**src/rtl/vga_capture.sv**
```systemverilog
`default_nettype none
// ============================================================================
// Module   : vga_capture
// Brief    : Captures complete VGA frames (VSYNC/DE/RGB) into a DDR3 write FIFO
//            with frame framing pulses, line/frame counters and a sticky error.
// Revision : 1.0 - initial release
// ============================================================================
module vga_capture #(
    parameter int IMG_W      = 400,
    parameter int IMG_H      = 320,
    parameter int BURST_LEN  = 400,
    parameter int FIFO_AFULL = 1020
) (
    input  logic        vga_clk,
    input  logic        rst,
    input  logic        cap_enable,
    input  logic        err_clr,
    input  logic        in_vsync,
    input  logic        in_de,
    input  logic [23:0] in_rgb,
    input  logic [9:0]  fifo_usedw,
    output logic        fifo_write,
    output logic [23:0] fifo_wdata,
    output logic        frame_start,
    output logic        img_end,
    output logic        burst_req,
    output logic        frame_err,
    output logic [8:0]  line_cnt,
    output logic [7:0]  frame_cnt
);

    localparam logic [8:0] c_img_w = 9'(IMG_W);
    localparam logic [8:0] c_img_h = 9'(IMG_H);
    localparam logic [9:0] c_burst = 10'(BURST_LEN);
    localparam logic [9:0] c_afull = 10'(FIFO_AFULL);

    typedef enum logic [1:0] {
        IDLE    = 2'd0,
        WAIT_VS = 2'd1,
        ACTIVE  = 2'd2,
        DROP    = 2'd3
    } state_t;

    state_t      r_state;
    logic        r_vs;
    logic        r_vs_d;
    logic        r_de;
    logic        r_de_d;
    logic [23:0] r_rgb;
    logic [8:0]  r_pix_cnt;
    logic        r_last_wr;

    logic        w_vs_rise;
    logic        w_vs_fall;
    logic        w_de_fall;
    logic        w_line_ok;
    logic        w_pix_ok;
    logic        w_room;
    logic        w_last_pix;
    logic        w_wr;
    logic        w_drop;
    logic        w_err_set;

    // Vsync history resets high so a source already mid-frame at reset
    // release cannot look like a fresh rising edge.
    always_ff @(posedge vga_clk or posedge rst) begin
        if (rst) begin
            r_vs   <= 1'b1;
            r_vs_d <= 1'b1;
            r_de   <= 1'b0;
            r_de_d <= 1'b0;
            r_rgb  <= '0;
        end else begin
            r_vs   <= in_vsync;
            r_vs_d <= r_vs;
            r_de   <= in_de;
            r_de_d <= r_de;
            r_rgb  <= in_rgb;
        end
    end

    assign w_vs_rise  = r_vs & ~r_vs_d;
    assign w_vs_fall  = ~r_vs & r_vs_d;
    assign w_de_fall  = ~r_de & r_de_d;
    assign w_line_ok  = (line_cnt < c_img_h);
    assign w_pix_ok   = (r_pix_cnt < c_img_w);
    assign w_room     = (fifo_usedw < c_afull);
    assign w_last_pix = (r_pix_cnt == (c_img_w - 9'd1)) && (line_cnt == (c_img_h - 9'd1));

    always_comb begin
        w_wr      = 1'b0;
        w_drop    = 1'b0;
        w_err_set = 1'b0;
        if (r_state == ACTIVE) begin
            if (r_de && w_line_ok) begin
                if (!w_pix_ok) begin
                    w_err_set = 1'b1;
                end else if (!w_room) begin
                    w_drop    = 1'b1;
                    w_err_set = 1'b1;
                end else begin
                    w_wr = 1'b1;
                end
            end
            if (w_de_fall && w_line_ok && (r_pix_cnt != c_img_w)) begin
                w_err_set = 1'b1;
            end
            // A frame whose final pixel lands together with vsync fall is complete.
            if (w_vs_fall && !(w_wr && w_last_pix)) begin
                w_err_set = 1'b1;
            end
        end
    end

    always_ff @(posedge vga_clk or posedge rst) begin
        if (rst) begin
            r_state     <= IDLE;
            r_pix_cnt   <= '0;
            r_last_wr   <= 1'b0;
            fifo_write  <= 1'b0;
            fifo_wdata  <= '0;
            frame_start <= 1'b0;
            img_end     <= 1'b0;
            line_cnt    <= '0;
            frame_cnt   <= '0;
        end else begin
            fifo_write  <= 1'b0;
            frame_start <= 1'b0;
            r_last_wr   <= 1'b0;
            img_end     <= r_last_wr;
            if (r_last_wr) begin
                frame_cnt <= frame_cnt + 8'd1;
            end

            case (r_state)
                IDLE: begin
                    if (cap_enable) begin
                        r_state <= WAIT_VS;
                    end
                end
                WAIT_VS: begin
                    if (!cap_enable) begin
                        r_state <= IDLE;
                    end else if (w_vs_rise) begin
                        r_state     <= ACTIVE;
                        frame_start <= 1'b1;
                        r_pix_cnt   <= '0;
                        line_cnt    <= '0;
                    end
                end
                ACTIVE: begin
                    if (w_wr) begin
                        fifo_write <= 1'b1;
                        fifo_wdata <= r_rgb;
                        r_pix_cnt  <= r_pix_cnt + 9'd1;
                    end
                    if (w_de_fall && w_line_ok) begin
                        r_pix_cnt <= '0;
                        line_cnt  <= line_cnt + 9'd1;
                    end
                    if (w_wr && w_last_pix) begin
                        // The last line's DE fall arrives after leaving ACTIVE.
                        r_last_wr <= 1'b1;
                        line_cnt  <= c_img_h;
                        r_state   <= cap_enable ? WAIT_VS : IDLE;
                    end else if (w_drop) begin
                        r_state <= DROP;
                    end else if (w_vs_fall) begin
                        r_state <= WAIT_VS;
                    end
                end
                DROP: begin
                    if (w_vs_fall) begin
                        r_state <= WAIT_VS;
                    end
                end
                default: r_state <= IDLE;
            endcase
        end
    end

    always_ff @(posedge vga_clk or posedge rst) begin
        if (rst) begin
            frame_err <= 1'b0;
            burst_req <= 1'b0;
        end else begin
            burst_req <= (fifo_usedw >= c_burst);
            if (w_err_set) begin
                frame_err <= 1'b1;
            end else if (err_clr) begin
                frame_err <= 1'b0;
            end
        end
    end

endmodule
`default_nettype wire
```
**config.mk**
```make
export PLATFORM = sky130hd
export DESIGN_NAME = vga_capture
export DESIGN_NICKNAME = d
export VERILOG_FILES = /design/src/rtl/vga_capture.sv
export SDC_FILE = /design/constraint.sdc
export NUM_CORES = 1
export LEC_CHECK = 0
export ABC_AREA = 1
export CAP_MARGIN = 20
export CORE_MARGIN = 2
export CORE_UTILIZATION = 45
export DETAILED_ROUTE_END_ITERATION = 6
export PLACE_DENSITY = 0.87
export SLEW_MARGIN = 20
export SYNTH_ARGS = -nofsm -noshare
export SYNTH_HDL_FRONTEND = slang
export SYNTH_SLANG_ARGS = --single-unit
```
**constraint.sdc**
```tcl
create_clock -name vga_clk -period 3.3 [get_ports vga_clk]
set_input_delay 0.99 -clock vga_clk [delete_from_list [all_inputs] [get_ports vga_clk]]
set_output_delay 0.99 -clock vga_clk [all_outputs]
set_load 0.005 [all_outputs]
```
==> flow_summary.toml, run 1 <==
[yosys]
synthSimpleGateAreaFrac = 0.269
synth.top_cell.area_share = 0.561
mappedNetlistArea_um2 = 3750
ys_ff_latch = 86
yosys.area.top_type = "dfrtp_1"
synth_top_family_by_area = "simple AND/OR/NAND/NOR gates"
ys_top_cells_by_area = "dfrtp_1 56%, nand2_1 13%, ha_1 3.3%"
yosys.area_share.xor_xnor = 0.0304
syn_nets = 450
synth_mux_area_frac = 0.00301
synth_fa_ha_area_frac = 0.0334
ys.warnings.count = 0
synthDistinctLibCells = 33
seq_area_frac_synth = 0.575
synth_compound_area_frac = 0.0414
synth_area_per_cell_um2 = 9.37
syn_inst = 400

[final_layout]
fin_cells = 600
antenna_cells = 0
final_nets = 540
area_growth_pct = 30.3
ff_latch_area_um2 = 2150
drive_gt1_frac = 0.111
num-fill-cells = 668
multi_input_area_um2 = 1410

[worst_setup_path]
path_max_fanout = 6
worstPathArrival_ns = 1.45
crit_family = "buffers and inverters"
r2r_slack_ns = 1.31
crit_buf_inv = 1
cpMaxStageDelayCell = "clkdlybuf4s50_1"
crit_path_max_incr_delay_ns = 0.57
crit_type = "register to output port"
crit_chain = "clkdlybuf4s50_1"
rr_worst_depth = 7
worstPathRequired_ns = 2.31
worstSetupStartpointType = "register"
cp.depth = 1
cp-end-kind = "output port"

[timing]
finClkSkew_ns = 0.0131
hold_viol = 0
max_slew.worst_pin.slew_ns = 0.448
rsz0062_at_grt = "no"
setup_viol = 0
period_minus_slack_ns = 2.44
slew_viol_final = 0
finalCritPeriodShare = 0.738
slew_headroom = 0.701
max_freq_mhz = 410
fin_tns_setup_ns = 0

[clock_tree]
cts.clk_slew.worst_paths_ns = 0.09
clk_latency_ns = 0.36
htreeDepth = 3
hold_buffers = 0
cts_buffers = 9
cts_tree = "built"
post_cts_buffers = 0
cts.sinks = 86
cts_resized = 0
cts_root_buf = "clkbuf_8"
cts_buffer_depth = 2

[place]
placedCellCount = 584
place_congestion = 0.883
numPortBuffers = 83
dp_hpwl_um = 5750

[route]
wl_per_cell_um = 13.3
route.met3.wl_um = 688
drt_iter0_markers = 165
wirelength_um = 7980
antenna_left = 0
via_per_inst = 4.97
drc = 0
met2_length_um = 3940
routed.top_layer = "met4"
drtPass1Iterations = 4
vias = 2980
wl_met1_um = 3230

[outcome]
status = "finished, final reports clean"

[floorplan]
start_util = 0.461
core_area_um2 = 8130
die_w_um = 95.3
io_pins = 86
rows = 33
die_h_um = 95.3
dieArea_um2 = 9070

[pwr]
p_per_area_nw_per_um2 = 611
irDropWorstVdd_mv = 0.273
p_leak_uw = 0.00228

[grt]
grtUsageTotal = 0.185
antenna_found_initial = 0
grt_pass1_vias = 2799
grt_pass1_wl_um = 13000
grt_remaining_overflow = 0
grt_start_max_net_pins = 87

[worst_hold_path]
min_path_type = "register to register"
holdPathStages = 0

[run]
drv_cap = 0
==> where the power goes <==
| part | total [µW] | internal [µW] | switching [µW] |
|---|---|---|---|
| clock network | 674 | 281 | 394 |
| registers | 1340 | 1230 | 106 |
| logic | 968 | 460 | 508 |
| total | 2980 | 1970 | 1010 |
==> synth_stat cells, drive strengths merged <==
master,count
clkinv,1
a21boi,1
o21a,1
nor2,39
xnor2,3
o21bai,1
nand4,7
nand2,146
mux2,1
o22ai,1
nor3,8
dfrtp,84
nor3b,1
nand3b,1
o21ai,17
ha,10
a21oi,3
buf,8
nand3,21
and3,1
xor2,10
dfstp,2
inv,33
==> worst paths after layout <==
check	startpoint	endpoint
setup / recovery	line_cnt[8]	line_cnt[8]
hold / removal	r_vs	r_vs_d
setup reg to reg	r_state[0]	r_pix_cnt[4]
hold reg to reg	r_vs	r_vs_d
max in group asynchronous	rst	r_vs
min in group asynchronous	rst	burst_req
==> placed cells by master, fill, tap and decap left out, types with 4 or more instances in the layout <==
| cell | synthesis | layout |
|---|---|---|
| nand2_1 | 134 | 134 |
| dfrtp_1 | 84 | 84 |
| clkdlybuf4s50_1 | 0 | 83 |
| nor2_1 | 31 | 31 |
| inv_1 | 29 | 28 |
| nand3_1 | 21 | 21 |
| xor2_1 | 10 | 10 |
| ha_1 | 10 | 10 |
| clkbuf_8 | 0 | 9 |
| nand2_2 | 8 | 8 |
| nor3_1 | 8 | 8 |
| nand4_1 | 7 | 7 |
| o21ai_2 | 7 | 7 |
| o21ai_0 | 6 | 6 |
| nor2_4 | 4 | 4 |
| nand2_4 | 4 | 4 |
| inv_2 | 4 | 4 |
| o21ai_1 | 4 | 4 |
==> per-stage QoR <==
stage / area [µm²] / worst slack [ns] / hold WS (ns) / total power, µW / util
global placement: 4700 / 0.749 / 0.365 / 2280 / 0.578
floorplan: 3750 / 0.0915 / 0.361 / 1910 / -
CTS: 4880 / 0.836 / 0.372 / 3020 / 0.600
detailed placement: 4700 / 0.713 / 0.366 / 2340 / 0.578
global route: 4880 / 0.801 / 0.369 / 3200 / 0.600
finish: 4880 / 0.863 / 0.372 / 2980 / 0.600
==> state kept, by name (all words and copies together) (netlist names) <==
signal,cells
r_state,2
r_pix_cnt,9
img_end,1
frame_err,1
frame_cnt,8
r_rgb,24
line_cnt,9
r_vs,1
r_vs_d,1
burst_req,1
fifo_write,1
frame_start,1
r_de,1
r_last_wr,1
r_de_d,1
fifo_wdata,24
==> kinds of logic after synthesis <==
logic type,count (synthesis)
adders and majority gates,10
AOI/OAI and AO/OA,24
buffers and inverters,42
DFF,86
and+or+nand+nor,224
xor gates and xnor gates,13
muxes,1
==> routing by layer <==
layer,track usage,vias up
li1,-,1435
met1,0.225,1420
met2,0.308,112
met3,0.0538,13
met4,0.0797,0
met5,0,-
==> layout make-up <==
type / count / share of cell area
multi-input cells: 272 / 0.290
clock buffers: 9 / 0.0254
repair buffers: 87 / 0.179
clock inverters: 7 / 0.0115
inverters: 34 / 0.0264
well taps: 105 / 0.0269
flip-flops and latches: 86 / 0.441
Note: power is estimated with default switching activity, not from simulation.
==> run 2: changes to the inputs <==
--- a/config.mk
+++ b/config.mk
@@ -8,9 +8,9 @@
 export ABC_AREA = 1
 export CAP_MARGIN = 20
 export CORE_MARGIN = 2
-export CORE_UTILIZATION = 45
+export CORE_UTILIZATION = 50
 export DETAILED_ROUTE_END_ITERATION = 6
-export PLACE_DENSITY = 0.87
+export PLACE_DENSITY = 0.91
 export SLEW_MARGIN = 20
 export SYNTH_ARGS = -nofsm -noshare
 export SYNTH_HDL_FRONTEND = slang
==> constraint.sdc (replaced) <==
create_clock -name vga_clk -period 2.3 [get_ports vga_clk]
set_input_delay 0.69 -clock vga_clk [delete_from_list [all_inputs] [get_ports vga_clk]]
set_output_delay 0.69 -clock vga_clk [all_outputs]
set_load 0.005 [all_outputs]
==> run 2 against run 1 <==
Register-to-register slack got worse by 1.0 ns. Routed wire length increased by 3.8%. Critical path depth unchanged. Combinational power increased by 47%. Hold slack improved by 0.0093 ns. Die area decreased by 9.6%. Core utilization increased by 7.5 points. Sequential cell count unchanged. Highest routed layer unchanged. Largest power group unchanged. Non-clock buffer count increased by 2.
==> flow_summary.toml, run 2 (synthesized netlist as in run 1, its figures left out) <==
[outcome]
status = "finished, final reports clean"

[timing]
fin_tns_setup_ns = 0
finalCritPeriodShare = 0.902
setup_slack_ns = 0.226
slew_headroom = 0.667
setup_viol = 0
rsz0062_at_grt = "no"
slew_viol_final = 0
finClkSkew_ns = 0.00773
hold_viol = 0
max_freq_mhz = 482
max_slew.worst_pin.slew_ns = 0.499
period_minus_slack_ns = 2.07
hold_slack_ns = 0.381

[clock_tree]
cts_buffer_depth = 2
cts.clk_slew.worst_paths_ns = 0.09
cts_resized = 0
cts_root_buf = "clkbuf_8"
cts_buffers = 9
clk_latency_ns = 0.35
cts.sinks = 86
hold_buffers = 0
htreeDepth = 3
cts_tree = "built"
post_cts_buffers = 0

[final_layout]
final_cell_mix = "134 x nand2_1, 84 x dfrtp_1, 83 x clkdlybuf4s50_1"
drive_gt1_frac = 0.113
final_common_cell = "nand2_1"
area_growth_pct = 30.7
antenna_cells = 0
largestRegisters = "fifo_wdata (24), r_rgb (24)"
final_nets = 542

[grt]
grt_pass1_vias = 2984
grt_remaining_overflow = 0
grt_pass1_wl_um = 13700
grt_start_max_net_pins = 44
antenna_found_initial = 0
grtUsageTotal = 0.212

[worst_setup_path]
r2r_start = "r_state[0]"
cpMaxStageDelayCell = "clkdlybuf4s50_1"
r2r_slack_ns = 0.31
worstPathRequired_ns = 1.61
path_max_fanout = 7
worstPathArrival_ns = 1.38
crit_type = "register to output port"
worstSetupStartpointType = "register"
crit_chain = "clkdlybuf4s50_1"
cp.depth = 1
rr_endpoint = "r_pix_cnt[4]"
crit_path_max_incr_delay_ns = 0.55
cp-end-kind = "output port"
crit_family = "buffers and inverters"
rr_worst_depth = 7
crit_buf_inv = 1

[floorplan]
dieArea_um2 = 8200
start_util = 0.517
die_w_um = 90.6
core_area_um2 = 7250
die_h_um = 90.6
io_pins = 86
rows = 31

[route]
drt_iter0_markers = 204
drtPass1Iterations = 5
drc = 0
wirelength_um = 8290
vias = 3009
via_per_inst = 5.06
antenna_left = 0
wl_per_cell_um = 13.9

[pwr]
p_seq_frac = 0.450
irDropWorstVdd_mv = 0.454
switching_power_uw = 1450
p_int_uw = 2830
p_per_area_nw_per_um2 = 874
p_total_uw = 4280
p_leak_uw = 0.00229
clock_power_share = 0.219
p_comb_frac = 0.331
p_sw_frac = 0.339

[place]
numPortBuffers = 83
place_congestion = 0.953
pre_cts_slack_ns = 0.00856
dp_hpwl_um = 6160

[worst_hold_path]
holdPathStages = 0
min_path_type = "register to register"
hold_start = "r_vs"
hold-path-endpoint = "r_vs_d"

[run]
drv_cap = 0
-- run 2: cell types whose count changed in the layout (fill, tap and decap cells not counted) --
cell | previous run | this run
clkinv_4 | 1 | 4
buf_12 | 1 | 2
clkinv_2 | 2 | 0
buf_4 | 3 | 4
inv_6 | 1 | 0
inv_8 | 1 | 0
-- run 2: through the flow --
stage          utilization  instance area [µm²]  std cells
2_1_floorplan            -                 3750        400
3_3_place_gp         0.651                 4720        580
3_5_place_dp         0.651                 4720        580
4_1_cts              0.675                 4900        595
5_1_grt              0.675                 4900        595
6_report             0.675                 4900        595
-- run 2: layout make-up --
cell class	instances	area [µm²]
fillers	535	2350
flip-flops and latches	86	2150
multi-input cells	272	1410
repair buffers	89	901
inverters	34	131
clock buffers	9	124
well taps	99	124
clock inverters	6	50.0
-- run 2: worst max-delay path by stage --
stage          slack, ns           to          start
4_1_cts             0.21  line_cnt[4]    line_cnt[4]
5_1_grt             0.16  line_cnt[4]    line_cnt[4]
2_1_floorplan       0.60  line_cnt[8]  fifo_usedw[7]
3_5_place_dp       0.009    frame_err  fifo_usedw[8]
6_report            0.23  line_cnt[4]    line_cnt[4]
3_3_place_gp        0.07    frame_err  fifo_usedw[6]
-- run 2: power groups by stage --
stage / combinational, µW / sequential [µW] / clock (µW)
2_1_floorplan: 781 / 1950 / 0
3_3_place_gp: 1340 / 1940 / 0
3_5_place_dp: 1430 / 1960 / 0
4_1_cts: 1430 / 1930 / 957
5_1_grt: 1560 / 1960 / 1030
6_report: 1420 / 1930 / 937
-- run 2: metal layers --
| metal | up-vias | share of wire | GRT usage | wire length [µm] |
|---|---|---|---|---|
| met5 | - | 0 | 0 | 0 |
| met1 | 1449 | 0.42 | 0.254 | 3500 |
| met3 | 11 | 0.063 | 0.0651 | 522 |
| li1 | 1435 | - | - | - |
| met2 | 114 | 0.51 | 0.371 | 4200 |
| met4 | 0 | 0.0082 | 0.0538 | 68 |
-- run 2: worst register-to-register path: stages (launching register included) --
cell      delay (ns)
dfrtp_1         0.45
inv_1           0.16
ha_1            0.36
inv_1           0.20
o21ai_2         0.30
nand2_2         0.21
nand2_1         0.10
a21boi_1        0.14
==> run 3: changes to the inputs <==
--- a/config.mk
+++ b/config.mk
@@ -5,12 +5,11 @@
 export SDC_FILE = /design/constraint.sdc
 export NUM_CORES = 1
 export LEC_CHECK = 0
-export ABC_AREA = 1
-export CAP_MARGIN = 20
+export CAP_MARGIN = 25
 export CORE_MARGIN = 2
-export CORE_UTILIZATION = 50
+export CORE_UTILIZATION = 49
 export DETAILED_ROUTE_END_ITERATION = 6
-export PLACE_DENSITY = 0.91
+export PLACE_DENSITY = 0.9
 export SLEW_MARGIN = 20
 export SYNTH_ARGS = -nofsm -noshare
 export SYNTH_HDL_FRONTEND = slang
==> run 3 against run 2 <==
Setup slack worse by 0.057 ns. Global-route usage is 1.2 points lower. Fmax is 2.7% lower. Count of clock-buffer cells in the layout is 1 higher. Hold slack worse by 0.0033 ns. Total power hardly changed. Sequential power hardly changed. Non-clock buffer count is 11 higher. Die area is 1.3% lower. Synthesized area is 3.3% lower. Clock power is 7% higher. First-iteration DRC count is 34% lower. Critical path type is now input port to register.
==> flow_summary.toml, run 3 <==
[clock_tree]
cts_buffer_depth = 2
cts_tree = "built"
htreeDepth = 3
clk_latency_ns = 0.35
post_cts_buffers = 0
cts_buffers = 9
cts.clk_slew.worst_paths_ns = 0.09
cts.sinks = 86
cts_root_buf = "clkbuf_8"
hold_buffers = 0
cts_resized = 0

[timing]
finClkSkew_ns = 0.0127
slew_headroom = 0.705
hold_viol = 0
max_freq_mhz = 469
setup_viol = 0
finalCritPeriodShare = 0.926
max_slew.worst_pin.slew_ns = 0.443
setup_slack_ns = 0.169
period_minus_slack_ns = 2.13
hold_slack_ns = 0.378
slew_viol_final = 0
rsz0062_at_grt = "no"

[yosys]
yosys.area.top_type = "dfrtp_1"
syn_nets = 336
mappedNetlistArea_um2 = 3620
synth_common_cells = "84 x dfrtp_1, 22 x mux2_2, 15 x inv_1, 13 x nand3_1"
synth_area_per_cell_um2 = 12.7
synth.top_cell.area_share = 0.580
ys_ff_latch = 86
synth_edf_count = 0
ys_top_cells_by_area = "dfrtp_1 58%, mux2_2 6.8%, ha_1 3.5%"
seq_area_frac_synth = 0.595
ys.flop_type = "dfrtp_1"
synthDistinctLibCells = 55
ys.warnings.count = 0
synth-async-reset-ratio = 1.00
post-synth-top-count-cell = "dfrtp_1"
syn_inst = 286

[worst_hold_path]
hold-path-endpoint = "r_vs_d"
min_path_type = "register to register"
hold_start = "r_vs"
holdPathStages = 0

[worst_setup_path]
rr_worst_depth = 6
worstPathArrival_ns = 2.38
worstPathRequired_ns = 2.55
rr_endpoint = "line_cnt[8]"
worstSetupStartpointType = "input port"
r2r_slack_ns = 0.21
path_max_fanout = 7
r2r_start = "line_cnt[0]"
cp-end-kind = "register"
crit_type = "input port to register"
crit_path_start = "fifo_usedw[5]"

[grt]
grt_pass1_wl_um = 12900
grt_remaining_overflow = 0
grtUsageTotal = 0.199
grt_start_max_net_pins = 87
antenna_found_initial = 0
grt_pass1_vias = 2680

[final_layout]
antenna_cells = 0
final_cell_mix = "84 x dfrtp_1, 83 x clkdlybuf4s50_1, 22 x mux2_2"
final_core_util = 0.680
fin_cells = 496
multi_input_area_um2 = 1380
largestRegisters = "fifo_wdata (24), r_rgb (24)"
num-fill-cells = 558
drive_gt1_frac = 0.181
area_growth_pct = 35.4
final_nets = 442
final_common_cell = "dfrtp_1"
ff_latch_area_um2 = 2150

[route]
drtPass1Iterations = 4
wirelength_um = 7680
drt_iter0_markers = 135
wl_per_cell_um = 15.5
vias = 2620
antenna_left = 0
via_per_inst = 5.28
drc = 0

[place]
pre_cts_slack_ns = -0.149
numPortBuffers = 83
dp_hpwl_um = 5660
place_congestion = 0.848
placedCellCount = 480

[floorplan]
core_area_um2 = 7210
start_util = 0.502
rows = 31
die_h_um = 90.0
io_pins = 86
dieArea_um2 = 8100
die_w_um = 90.0

[pwr]
p_sw_frac = 0.293
switching_power_uw = 1260
irDropWorstVdd_mv = 0.485
p_int_uw = 3030
p_seq_frac = 0.447
p_per_area_nw_per_um2 = 874
p_comb_frac = 0.320
clock_power_share = 0.233
p_leak_uw = 0.00214

[run]
drv_cap = 0

[outcome]
status = "finished, final reports clean"
run 3: changes by cell type in the layout (fill, tap and decap cells not counted), sizes merged, moves of 4 or more:
cell    before  now
inv         32   17
and3         1    8
nand3       21   14
nand2b       0    8
clkinv       5    1
buf          6   17
xor2        10    3
nand2      146   12
nor2        39   13
o21ai       17   13
a31oi        0   12
mux2         1   25
run 3: power by group through the flow:
stage / logic [µW] / registers (µW) / clock network, µW
final: 1370 / 1910 / 1000
after global routing: 1480 / 1950 / 1110
after CTS: 1380 / 1920 / 1030
after detailed placement: 1380 / 1950 / 0
after global placement: 1330 / 1920 / 0
after floorplan: 573 / 1940 / 0
run 3: layout make-up:
type | instances | share of cell area
clock buffers | 10 | 0.0280
clock inverters | 6 | 0.0107
repair buffers | 100 | 0.203
well taps | 99 | 0.0252
inverters | 15 | 0.0122
flip-flops and latches | 86 | 0.439
multi-input cells | 180 | 0.282
run 3: worst max path at each step:
| stage | end | slack, ns | cells past startpoint |
|---|---|---|---|
| floorplan | line_cnt[2] | 0.37 | 6 |
| global placement | r_pix_cnt[6] | -0.10 | 6 |
| detailed placement | r_pix_cnt[6] | -0.15 | 6 |
| CTS | line_cnt[6] | 0.20 | 1 |
| global route | line_cnt[8] | 0.11 | 6 |
| finish | r_pix_cnt[6] | 0.17 | 6 |
run 3: layer usage:
layer,track usage,share of wire,up-vias
met5,0,0,-
met4,0.0667,0.012,0
met3,0.0495,0.049,12
met2,0.339,0.52,80
met1,0.251,0.42,1278
li1,-,-,1250
run 3: kinds of logic after synthesis:
family / after synthesis / share of synthesized area
simple gates: 86 / 0.144
xor+xnor: 9 / 0.0218
buf+inv: 20 / 0.0238
flops: 86 / 0.595
fa+ha+maj: 10 / 0.0345
mux: 26 / 0.0805
compound gates: 49 / 0.101
run 3: per-stage QoR:
step	TNS [ns]	total power, µW	instance area, µm²
after global placement	-2.41	3250	4720
after floorplan	0	2520	3630
after detailed placement	-4.36	3330	4720
final	0	4290	4910
after global routing	0	4540	4910
after CTS	0	4330	4910
run 3: worst max-delay path: stages:
cell	delay, ns
clkdlybuf4s50_1	0.48
nand4_1	0.22
o21a_4	0.31
a21oi_4	0.31
nor2_1	0.15
a31o_2	0.22
